===== config.mk =====
export PLATFORM = sky130hd
export DESIGN_NAME = bram_stream_reader_flat
export DESIGN_NICKNAME = d
export VERILOG_FILES = /design/src/rtl/bram_stream_reader_if.sv /design/src/rtl/bram_stream_reader.sv /design/src/flat_wrapper.sv
export SDC_FILE = /design/constraint.sdc
export NUM_CORES = 1
export LEC_CHECK = 0
export ABC_AREA = 1
export CAP_MARGIN = 15
export CORE_MARGIN = 10
export CORE_UTILIZATION = 49
export DETAILED_ROUTE_END_ITERATION = 16
export GPL_TIMING_DRIVEN = 0
export HOLD_SLACK_MARGIN = 0.1
export PLACE_DENSITY = 0.77
export SYNTH_ARGS = -nofsm -noshare
export SYNTH_HDL_FRONTEND = slang
export SYNTH_SLANG_ARGS = --single-unit
export TNS_END_PERCENT = 50

===== constraint.sdc =====
create_clock -name clk -period 3.36 [get_ports clk]
set_input_delay 0.504 -clock clk [delete_from_list [all_inputs] [get_ports clk]]
set_output_delay 0.504 -clock clk [all_outputs]
set_load 0.01 [all_outputs]

===== src/rtl/bram_stream_reader_if.sv =====
// Bus bundle for the BRAM stream reader: command channel, BRAM read port, output stream and status.
// The reader connects through the slave modport; the command issuer/consumer side uses master.
interface bram_stream_reader_if #(
  parameter int ADDR_WIDTH = 8,
  parameter int DATA_WIDTH = 16
);
  logic                  cmd_valid;
  logic                  cmd_ready;
  logic [ADDR_WIDTH-1:0] cmd_start_addr;
  logic [ADDR_WIDTH:0]   cmd_len;
  logic                  cmd_dir;
  logic [ADDR_WIDTH-1:0] bram_addr;
  logic                  bram_writeEn;
  logic [DATA_WIDTH-1:0] bram_dataOut;
  logic                  out_valid;
  logic                  out_ready;
  logic [DATA_WIDTH-1:0] out_data;
  logic                  out_last;
  logic                  busy;

  modport slave (
    input  cmd_valid, cmd_start_addr, cmd_len, cmd_dir, bram_dataOut, out_ready,
    output cmd_ready, bram_addr, bram_writeEn, out_valid, out_data, out_last, busy
  );

  modport master (
    output cmd_valid, cmd_start_addr, cmd_len, cmd_dir, bram_dataOut, out_ready,
    input  cmd_ready, bram_addr, bram_writeEn, out_valid, out_data, out_last, busy
  );
endinterface


===== src/rtl/bram_stream_reader.sv =====
// Sequential BRAM reader: one read per cycle, absorbs the 1-cycle read latency and
// presents words on a valid/ready stream through a 2-entry skid buffer.
module bram_stream_reader #(
  parameter int ADDR_WIDTH = 8,
  parameter int DATA_WIDTH = 16
) (
  input  logic                 clk,
  input  logic                 rstn,
  bram_stream_reader_if.slave  bus
);
  localparam logic [ADDR_WIDTH-1:0] A_ONE = {{(ADDR_WIDTH-1){1'b0}}, 1'b1};
  localparam logic [ADDR_WIDTH:0]   R_ONE = {{ADDR_WIDTH{1'b0}}, 1'b1};

  typedef enum logic [1:0] {S_IDLE, S_READ, S_DRAIN} state_e;

  state_e                state_q, state_d;
  logic [ADDR_WIDTH-1:0] addr_q, addr_d;
  logic [ADDR_WIDTH:0]   rem_q, rem_d;
  logic                  dir_q, dir_d;
  logic                  infl_q, infl_last_q;
  logic [DATA_WIDTH-1:0] d0_q, d0_d, d1_q, d1_d;
  logic                  l0_q, l0_d, l1_q, l1_d;
  logic [1:0]            cnt_q, cnt_d;
  logic                  pop, push, issue;
  logic [2:0]            occ;

  assign bus.out_valid    = (cnt_q != 2'd0);
  assign bus.out_data     = d0_q;
  assign bus.out_last     = l0_q & bus.out_valid;
  assign bus.bram_addr    = addr_q;
  assign bus.bram_writeEn = 1'b0;
  assign bus.busy         = (state_q != S_IDLE);
  assign bus.cmd_ready    = (state_q == S_IDLE);

  assign pop  = bus.out_valid & bus.out_ready;
  assign push = infl_q;
  // Credits: buffered words plus the word still in the BRAM pipe, less what leaves now.
  assign occ  = {1'b0, cnt_q} + {2'b0, infl_q} - {2'b0, pop};

  always_comb begin
    state_d = state_q;
    addr_d  = addr_q;
    rem_d   = rem_q;
    dir_d   = dir_q;
    issue   = 1'b0;
    unique case (state_q)
      S_IDLE: begin
        if (bus.cmd_valid) begin
          addr_d = bus.cmd_start_addr;
          rem_d  = bus.cmd_len;
          dir_d  = bus.cmd_dir;
          if (bus.cmd_len != '0) state_d = S_READ;
        end
      end
      S_READ: begin
        if (rem_q != '0 && occ < 3'd2) begin
          issue  = 1'b1;
          rem_d  = rem_q - R_ONE;
          addr_d = dir_q ? addr_q - A_ONE : addr_q + A_ONE;
          if (rem_q == R_ONE) state_d = S_DRAIN;
        end
      end
      S_DRAIN: begin
        if (pop && bus.out_last) state_d = S_IDLE;
      end
      default: state_d = S_IDLE;
    endcase
  end

  // Head entry always drives the stream; entry 1 only fills when the head is occupied.
  always_comb begin
    d0_d  = d0_q;
    l0_d  = l0_q;
    d1_d  = d1_q;
    l1_d  = l1_q;
    cnt_d = cnt_q;
    unique case ({push, pop})
      2'b01: begin
        d0_d  = d1_q;
        l0_d  = l1_q;
        cnt_d = cnt_q - 2'd1;
      end
      2'b10: begin
        if (cnt_q == 2'd0) begin
          d0_d = bus.bram_dataOut;
          l0_d = infl_last_q;
        end else begin
          d1_d = bus.bram_dataOut;
          l1_d = infl_last_q;
        end
        cnt_d = cnt_q + 2'd1;
      end
      2'b11: begin
        if (cnt_q == 2'd1) begin
          d0_d = bus.bram_dataOut;
          l0_d = infl_last_q;
        end else begin
          d0_d = d1_q;
          l0_d = l1_q;
          d1_d = bus.bram_dataOut;
          l1_d = infl_last_q;
        end
      end
      default: ;
    endcase
  end

  always_ff @(posedge clk) begin
    if (!rstn) begin
      state_q     <= S_IDLE;
      addr_q      <= '0;
      rem_q       <= '0;
      dir_q       <= 1'b0;
      infl_q      <= 1'b0;
      infl_last_q <= 1'b0;
      d0_q        <= '0;
      l0_q        <= 1'b0;
      d1_q        <= '0;
      l1_q        <= 1'b0;
      cnt_q       <= 2'd0;
    end else begin
      state_q     <= state_d;
      addr_q      <= addr_d;
      rem_q       <= rem_d;
      dir_q       <= dir_d;
      infl_q      <= issue;
      infl_last_q <= issue && (rem_q == R_ONE);
      d0_q        <= d0_d;
      l0_q        <= l0_d;
      d1_q        <= d1_d;
      l1_q        <= l1_d;
      cnt_q       <= cnt_d;
    end
  end
endmodule


===== src/flat_wrapper.sv =====
// flat-port wrapper written by rule: the top's interface ports become plain ports
module bram_stream_reader_flat 
#(
  parameter int ADDR_WIDTH = 8,
  parameter int DATA_WIDTH = 16
)
  (clk, rstn, bus_cmd_valid, bus_cmd_start_addr, bus_cmd_len, bus_cmd_dir, bus_bram_dataOut, bus_out_ready, bus_cmd_ready, bus_bram_addr, bus_bram_writeEn, bus_out_valid, bus_out_data, bus_out_last, bus_busy);
  bram_stream_reader_if #(.ADDR_WIDTH(ADDR_WIDTH), .DATA_WIDTH(DATA_WIDTH)) bus_i ();
  input  logic clk;
  input  logic rstn;
  input wire logic [$bits(bus_i.cmd_valid)-1:0] bus_cmd_valid;
  input wire logic [$bits(bus_i.cmd_start_addr)-1:0] bus_cmd_start_addr;
  input wire logic [$bits(bus_i.cmd_len)-1:0] bus_cmd_len;
  input wire logic [$bits(bus_i.cmd_dir)-1:0] bus_cmd_dir;
  input wire logic [$bits(bus_i.bram_dataOut)-1:0] bus_bram_dataOut;
  input wire logic [$bits(bus_i.out_ready)-1:0] bus_out_ready;
  output wire logic [$bits(bus_i.cmd_ready)-1:0] bus_cmd_ready;
  output wire logic [$bits(bus_i.bram_addr)-1:0] bus_bram_addr;
  output wire logic [$bits(bus_i.bram_writeEn)-1:0] bus_bram_writeEn;
  output wire logic [$bits(bus_i.out_valid)-1:0] bus_out_valid;
  output wire logic [$bits(bus_i.out_data)-1:0] bus_out_data;
  output wire logic [$bits(bus_i.out_last)-1:0] bus_out_last;
  output wire logic [$bits(bus_i.busy)-1:0] bus_busy;
  assign bus_i.cmd_valid = bus_cmd_valid;
  assign bus_i.cmd_start_addr = bus_cmd_start_addr;
  assign bus_i.cmd_len = bus_cmd_len;
  assign bus_i.cmd_dir = bus_cmd_dir;
  assign bus_i.bram_dataOut = bus_bram_dataOut;
  assign bus_i.out_ready = bus_out_ready;
  assign bus_cmd_ready = bus_i.cmd_ready;
  assign bus_bram_addr = bus_i.bram_addr;
  assign bus_bram_writeEn = bus_i.bram_writeEn;
  assign bus_out_valid = bus_i.out_valid;
  assign bus_out_data = bus_i.out_data;
  assign bus_out_last = bus_i.out_last;
  assign bus_busy = bus_i.busy;
  bram_stream_reader #(.ADDR_WIDTH(ADDR_WIDTH), .DATA_WIDTH(DATA_WIDTH)) u_core (.clk(clk), .rstn(rstn), .bus(bus_i));
endmodule

Yosys cells after proc, flatten, opt, wreduce, memory -nomap -nowiden
Index checks and enable logic that the tools add are counted.
Widths: inputs -> output; s select.
{"block": "classes", "n_addsub": 7, "magnitude_cmp": 1, "n_eq_ne": 15, "n_mux": 28, "n_bitwise": 2, "reduce_logical": 18}
{"cell": "$mux 16", "n": 4}
{"cell": "$pmux 16 s3", "n": 1}
{"cell": "$pmux 16 s2", "n": 1}
{"cell": "$mux 8", "n": 3}
{"cell": "$mux 9", "n": 2}
{"cell": "$pmux 9 s2", "n": 1}
{"cell": "$reduce_bool 9->1", "n": 2}
{"cell": "$pmux 8 s2", "n": 1}
{"cell": "$mux 2", "n": 5}
{"cell": "$ne 2x1->1 const B", "n": 5}
{"cell": "$reduce_bool 2->1", "n": 5}
{"cell": "$eq 9x1->1 const B", "n": 1}
{"cell": "$sub 9x1->9 const B", "n": 1}
{"cell": "$add 8x1->8 const B", "n": 1}
{"cell": "$sub 8x1->8 const B", "n": 1}
{"cell": "$eq 2x1->1 const B", "n": 3}
{"cell": "$eq 2x2->1 const B", "n": 3}
{"cell": "$mux 1", "n": 6}
{"cell": "$ne 2x2->1 const B", "n": 3}
{"cell": "$pmux 2 s3", "n": 1}
{"cell": "$reduce_and 3->1", "n": 2}
{"cell": "$reduce_and 5->1", "n": 1}
{"cell": "$logic_not 2->1", "n": 2}
{"cell": "$pmux 2 s2", "n": 1}
{"cell": "11 further kinds", "n": 15}
{"block": "totals", "regBits": 58, "output_inout_bits": 29, "wordCells": 82}

Longest topological paths before layout
{"block": "logic_depth", "word_depth": 8, "ltp_mapped": 17, "mapped_depth_nobuf": 16}

Least setup slack after synthesis
Ideal clock, no wire load.
{"block": "synth_path", "path_type": "register to register", "from": "register u_core.cnt_q[1]", "to": "register u_core.addr_q[3] (netlist: u_core.bus.bram_addr[3])", "setup_ps": 116, "t_arrival_ps": 2518, "required_time_ps": 3244, "slack_ps": 726, "stages_incl_launch_ff": 17, "synth_period_minus_slack_ps": 2634, "path_cell_list": "dfxtp_1 -> inv_2 -> ha_1 -> inv_2 -> nand2_4 -> ha_1 -> nor2_1 -> inv_1 -> fa_1 -> nand2_1 -> nor2_2 -> nand3_4 -> nand2_4 -> clkinv_4 -> buf_8 -> nor2_1 -> nor2_1"}
{"block": "synth_via", "elab_chain_cells": 7, "elab_cells_between_ends": 8, "cone_classes": "2 x add/sub; 1 x order compare; 1 x eq/ne; 1 x bitwise; 3 x reduce/logical"}
{"item": "start: declaration", "line": "bram_stream_reader.sv:23", "source": "logic [1:0] cnt_q, cnt_d;"}
{"item": "start signal: assignment", "line": "bram_stream_reader.sv:132", "source": "cnt_q <= cnt_d;"}
{"item": "$reduce_bool 2->1", "line": "bram_stream_reader.sv:27", "source": "assign bus.out_valid = (cnt_q != 2'd0);"}
{"item": "net bus_out_valid", "line": "flat_wrapper.sv:20", "source": "output wire logic [$bits(bus_i.out_valid)-1:0] bus_out_valid;"}
{"item": "$and 1x1->1", "line": "bram_stream_reader.sv:35", "source": "assign pop = bus.out_valid & bus.out_ready;"}
{"item": "$sub 3x1->3", "line": "bram_stream_reader.sv:38", "source": "assign occ = {1'b0, cnt_q} + {2'b0, infl_q} - {2'b0, pop};"}
{"item": "$lt 3x2->1", "line": "bram_stream_reader.sv:56", "source": "if (rem_q != '0 && occ < 3'd2) begin"}
{"item": "$logic_and 1x1->1", "line": "bram_stream_reader.sv:56"}
{"item": "$ne 2x1->1 (no line)"}
{"item": "$reduce_and 3->1 (no line)"}
{"item": "end signal: assignment", "line": "bram_stream_reader.sv:123", "source": "addr_q <= addr_d;"}
{"item": "end: declaration", "line": "bram_stream_reader.sv:17", "source": "logic [ADDR_WIDTH-1:0] addr_q, addr_d;"}
The timed path passes the listed nets, and every way through them passes these cells.
A chain may end at the register's enable or synchronous reset.

Worst setup path after layout
{"block": "layout_path", "from": "register u_core.cnt_q[1]", "to": "register u_core.addr_q[3] (netlist: u_core.bus.bram_addr[3])"}
{"block": "layout_via", "elab_chain_cells": 7, "elab_cells_between_ends": 8, "cone_classes": "2 x add/sub; 1 x order compare; 1 x eq/ne; 1 x bitwise; 3 x reduce/logical"}
{"item": "branches (longest 2 deep; another with $add 2x1->3)"}
{"item": "$sub 3x1->3 *", "line": "bram_stream_reader.sv:38"}
{"item": "$lt 3x2->1 *", "line": "bram_stream_reader.sv:56"}
{"item": "$logic_and 1x1->1 *", "line": "bram_stream_reader.sv:56"}
{"item": "$ne 2x1->1 (no line) *"}
{"item": "$reduce_and 3->1 (no line) *"}
Mark *: on every way between the ends.

==> flow_metrics.env <==
export IMPL_status="finished clean"
export IMPL_switchingPower_mw=1.17
export IMPL_rows=29
export IMPL_rsz0062_at_grt="no"
export IMPL_ctsHoldBuffers=0
export IMPL_drv_slew=0
export IMPL_setup_tns_ns=0
export IMPL_grt_pass1_wl_um=14100
export IMPL_cts_made_buffers=9
export IMPL_reg2reg_slack_ns=0.51
export IMPL_seq_area_frac_synth_pct=37.1
export IMPL_die_x_um=99.9
export IMPL_cts_tree="done"
export IMPL_final_common_cell="nor2_1"
export IMPL_finalHoldViolations=0
export IMPL_worstSetupEndpointType="register"
export IMPL_netlist_instances=436
export IMPL_crit_end="u_core.bus.bram_addr[3]$_SDFFE_PN0P_"
export IMPL_core_area_um2=6280
export IMPL_layout_common_cells="nor2_1 (79), clkdlybuf4s50_1 (65), nand2_1 (62)"
export IMPL_drv_cap=0
export IMPL_vias_per_cell=5.30
export IMPL_critPathLaunchType="register"
export IMPL_max_freq_mhz=351
export IMPL_pwr_share_comb_pct=46.4
export IMPL_power_share_clock_pct=19.8
export IMPL_cellLeakagePower_nw=1.68
export IMPL_async_flop_share_pct=0
export IMPL_tightestPinTransition_ns=0.545
export IMPL_cts_max_level=3
export IMPL_crit_start="u_core.cnt_q[1]$_SDFFE_PN0N_"
export IMPL_min_period_over_period_pct=84.8
export IMPL_finalCriticalPeriod_ns=2.85
export IMPL_final_antenna_net_count=0
export IMPL_syn_to_final_growth_pct=29.6
export IMPL_path_class="reg -> reg"
export IMPL_fin_worst_skew_ns=0.00889
export IMPL_cp_max_fo=10
export IMPL_die_h_um=99.9
export IMPL_postCtsSetupBuffers=0
export IMPL_vias=3139
export IMPL_cts_sinks=58
export IMPL_routed_wl_um=8470
export IMPL_peakVddDrop_mv=0.518
export IMPL_clock_root_buffer="clkbuf_8"
export IMPL_dp_final_hpwl_um=6280
export IMPL_clk_pin_slew_ns=0.06
export IMPL_synth_seq_cells=58
export IMPL_drive_above_1_share_pct=9.71
export IMPL_yosysWarnings=0
export IMPL_cts_path_max_buffers=2
export IMPL_die_area_um2=9970
export IMPL_drcViolationCount=0
export IMPL_r2r_start="u_core.cnt_q[1]$_SDFFE_PN0N_"
export IMPL_ys_flop_type="dfxtp_1"
export IMPL_drt_iter0_markers=160
export IMPL_gp_congestion=0.852
export IMPL_syn_num_nets=488
export IMPL_seq_power_share_pct=33.8
export IMPL_grt_pass1_vias=3041
export IMPL_antenna_cells=0
export IMPL_nets=564
export IMPL_pre_cts_ws_ns=0.243
export IMPL_cts_resized=0
export IMPL_power_density_nw_per_um2=733
export IMPL_antenna_found_initial=0
export IMPL_cp_required_ns=3.59
export IMPL_start_util_pct=49.8
export IMPL_whs_ns=0.464
export IMPL_overflow=0
export IMPL_p_int_mw=1.79
export IMPL_synth_cell_types=39
export IMPL_final_util_pct=64.5
export IMPL_arrival_ns=3.08
export IMPL_synth_edf_count=0
export IMPL_r2r_end="u_core.bus.bram_addr[3]$_SDFFE_PN0P_"
export IMPL_wire_per_inst_um=14.3
export IMPL_ioPinCount=67
export IMPL_fin_ws_ns=0.510
export IMPL_grt_max_degree=11
export IMPL_syn_area_per_cell_um2=7.17
export IMPL_worstSkewPairLatency_ns=0.34
export IMPL_io_buffers=65
export IMPL_slew_headroom_pct=63.7
export IMPL_setup_viol=0
export IMPL_dr_pass1_iters=5
export IMPL_p_sw_share_pct=39.5
export IMPL_grt_usage_pct=17.1
export IMPL_synth_area_um2=3130
export IMPL_r2r_worst_path_cells=16
export IMPL_hold_path_class="reg -> reg"
-- final cells by class --
type / instances / area [um2]
fillers: 548 / 2230
multi-input cells: 322 / 1710
flip-flops and latches: 58 / 1160
repair buffers: 65 / 651
clock buffers: 12 / 165
inverters: 38 / 148
plain buffers: 18 / 105
well taps: 77 / 96.3
clock inverters: 2 / 12.5
-- worst max-delay path: stages (launching register included) --
cell      delay [ns]
dfxtp_1         0.37
inv_2           0.08
ha_1            0.22
inv_2           0.10
nand2_4         0.08
ha_1            0.32
nor2_1          0.11
inv_1           0.07
fa_1            0.47
nand2_1         0.06
nor2_2          0.16
nand3_4         0.14
nand2_4         0.17
clkinv_4        0.09
buf_8           0.15
nor2_1          0.10
nor2_1          0.05
-- kinds of logic after synthesis --
| group | count (synthesis) | synth area share [%] |
|---|---|---|
| simple gates | 182 | 26.2 |
| compound gates | 121 | 21.2 |
| flops | 58 | 37.1 |
| buf+inv | 56 | 8.09 |
| fa+ha+maj | 14 | 6.08 |
| xor+xnor | 3 | 0.841 |
| other cells | 1 | 0.120 |
| mux | 1 | 0.320 |
-- flip-flops by register name (all words and copies together) (netlist names) --
| register | cells |
|---|---|
| u_core.bus.out_data | 16 |
| u_core.d1_q | 16 |
| u_core.rem_q | 9 |
| u_core.bus.bram_addr | 8 |
| u_core.cnt_q | 2 |
| u_core.state_q | 2 |
| u_core.dir_q | 1 |
| u_core.infl_last_q | 1 |
| u_core.infl_q | 1 |
| u_core.l0_q | 1 |
| u_core.l1_q | 1 |
-- cell usage after synthesis (3+ instances only) --
| library cell | instances | area share (%) |
|---|---|---|
| a21oi_1 | 39 | 6.2 |
| a22oi_1 | 17 | 4.1 |
| buf_2 | 3 | 0.48 |
| buf_4 | 4 | 0.96 |
| clkbuf_1 | 7 | 0.84 |
| dfxtp_1 | 58 | 37 |
| ha_1 | 12 | 4.8 |
| inv_1 | 29 | 3.5 |
| inv_2 | 7 | 0.84 |
| nand2_1 | 62 | 7.4 |
| nand2_2 | 5 | 1.0 |
| nand2_4 | 4 | 1.4 |
| nand3_1 | 17 | 2.7 |
| nand4_1 | 3 | 0.60 |
| nor2_1 | 79 | 9.5 |
| o21ai_0 | 54 | 8.6 |
| o21ai_1 | 5 | 0.80 |
-- how the worst min path moves through the flow --
stage                     slack [ns]  cells past startpoint                           end                         start
after floorplan                 0.44                      2  u_core.rem_q[6]$_SDFFE_PN0P_  u_core.rem_q[6]$_SDFFE_PN0P_
after global placement          0.45                      2  u_core.rem_q[6]$_SDFFE_PN0P_  u_core.rem_q[6]$_SDFFE_PN0P_
after detailed placement        0.46                      2  u_core.rem_q[6]$_SDFFE_PN0P_  u_core.rem_q[6]$_SDFFE_PN0P_
after CTS                       0.47                      2  u_core.rem_q[6]$_SDFFE_PN0P_  u_core.rem_q[6]$_SDFFE_PN0P_
after global routing            0.49                      2  u_core.rem_q[6]$_SDFFE_PN0P_  u_core.rem_q[6]$_SDFFE_PN0P_
final                           0.46                      2  u_core.rem_q[6]$_SDFFE_PN0P_  u_core.rem_q[6]$_SDFFE_PN0P_
-- power by group through the flow --
| stage | clock network, mW | logic (mW) | registers [mW] |
|---|---|---|---|
| floorplan | 0 | 0.852 | 1.04 |
| global placement | 0 | 1.36 | 1.01 |
| detailed placement | 0 | 1.38 | 1.01 |
| CTS | 0.597 | 1.39 | 1.00 |
| global route | 0.622 | 1.54 | 1.03 |
| finish | 0.588 | 1.38 | 1.00 |
-- layer usage --
metal  share of wire, %  wire length, um  up-vias  track usage [%]
li1                   -                -     1598                -
met1                 43             3660     1418             19.6
met2                 47             3980      107             28.1
met3                8.3              702       16             7.28
met4                1.5              125        0             5.07
met5                  0                0        -                0
-- per-stage QoR --
stage,total power [mW],instance area [um2],cells
final,2.97,4050,592
after global routing,3.19,4050,592
after CTS,2.99,4050,592
after detailed placement,2.39,3870,578
after global placement,2.37,3870,578
after floorplan,1.89,3130,436
(Power assumes the default switching activity.)
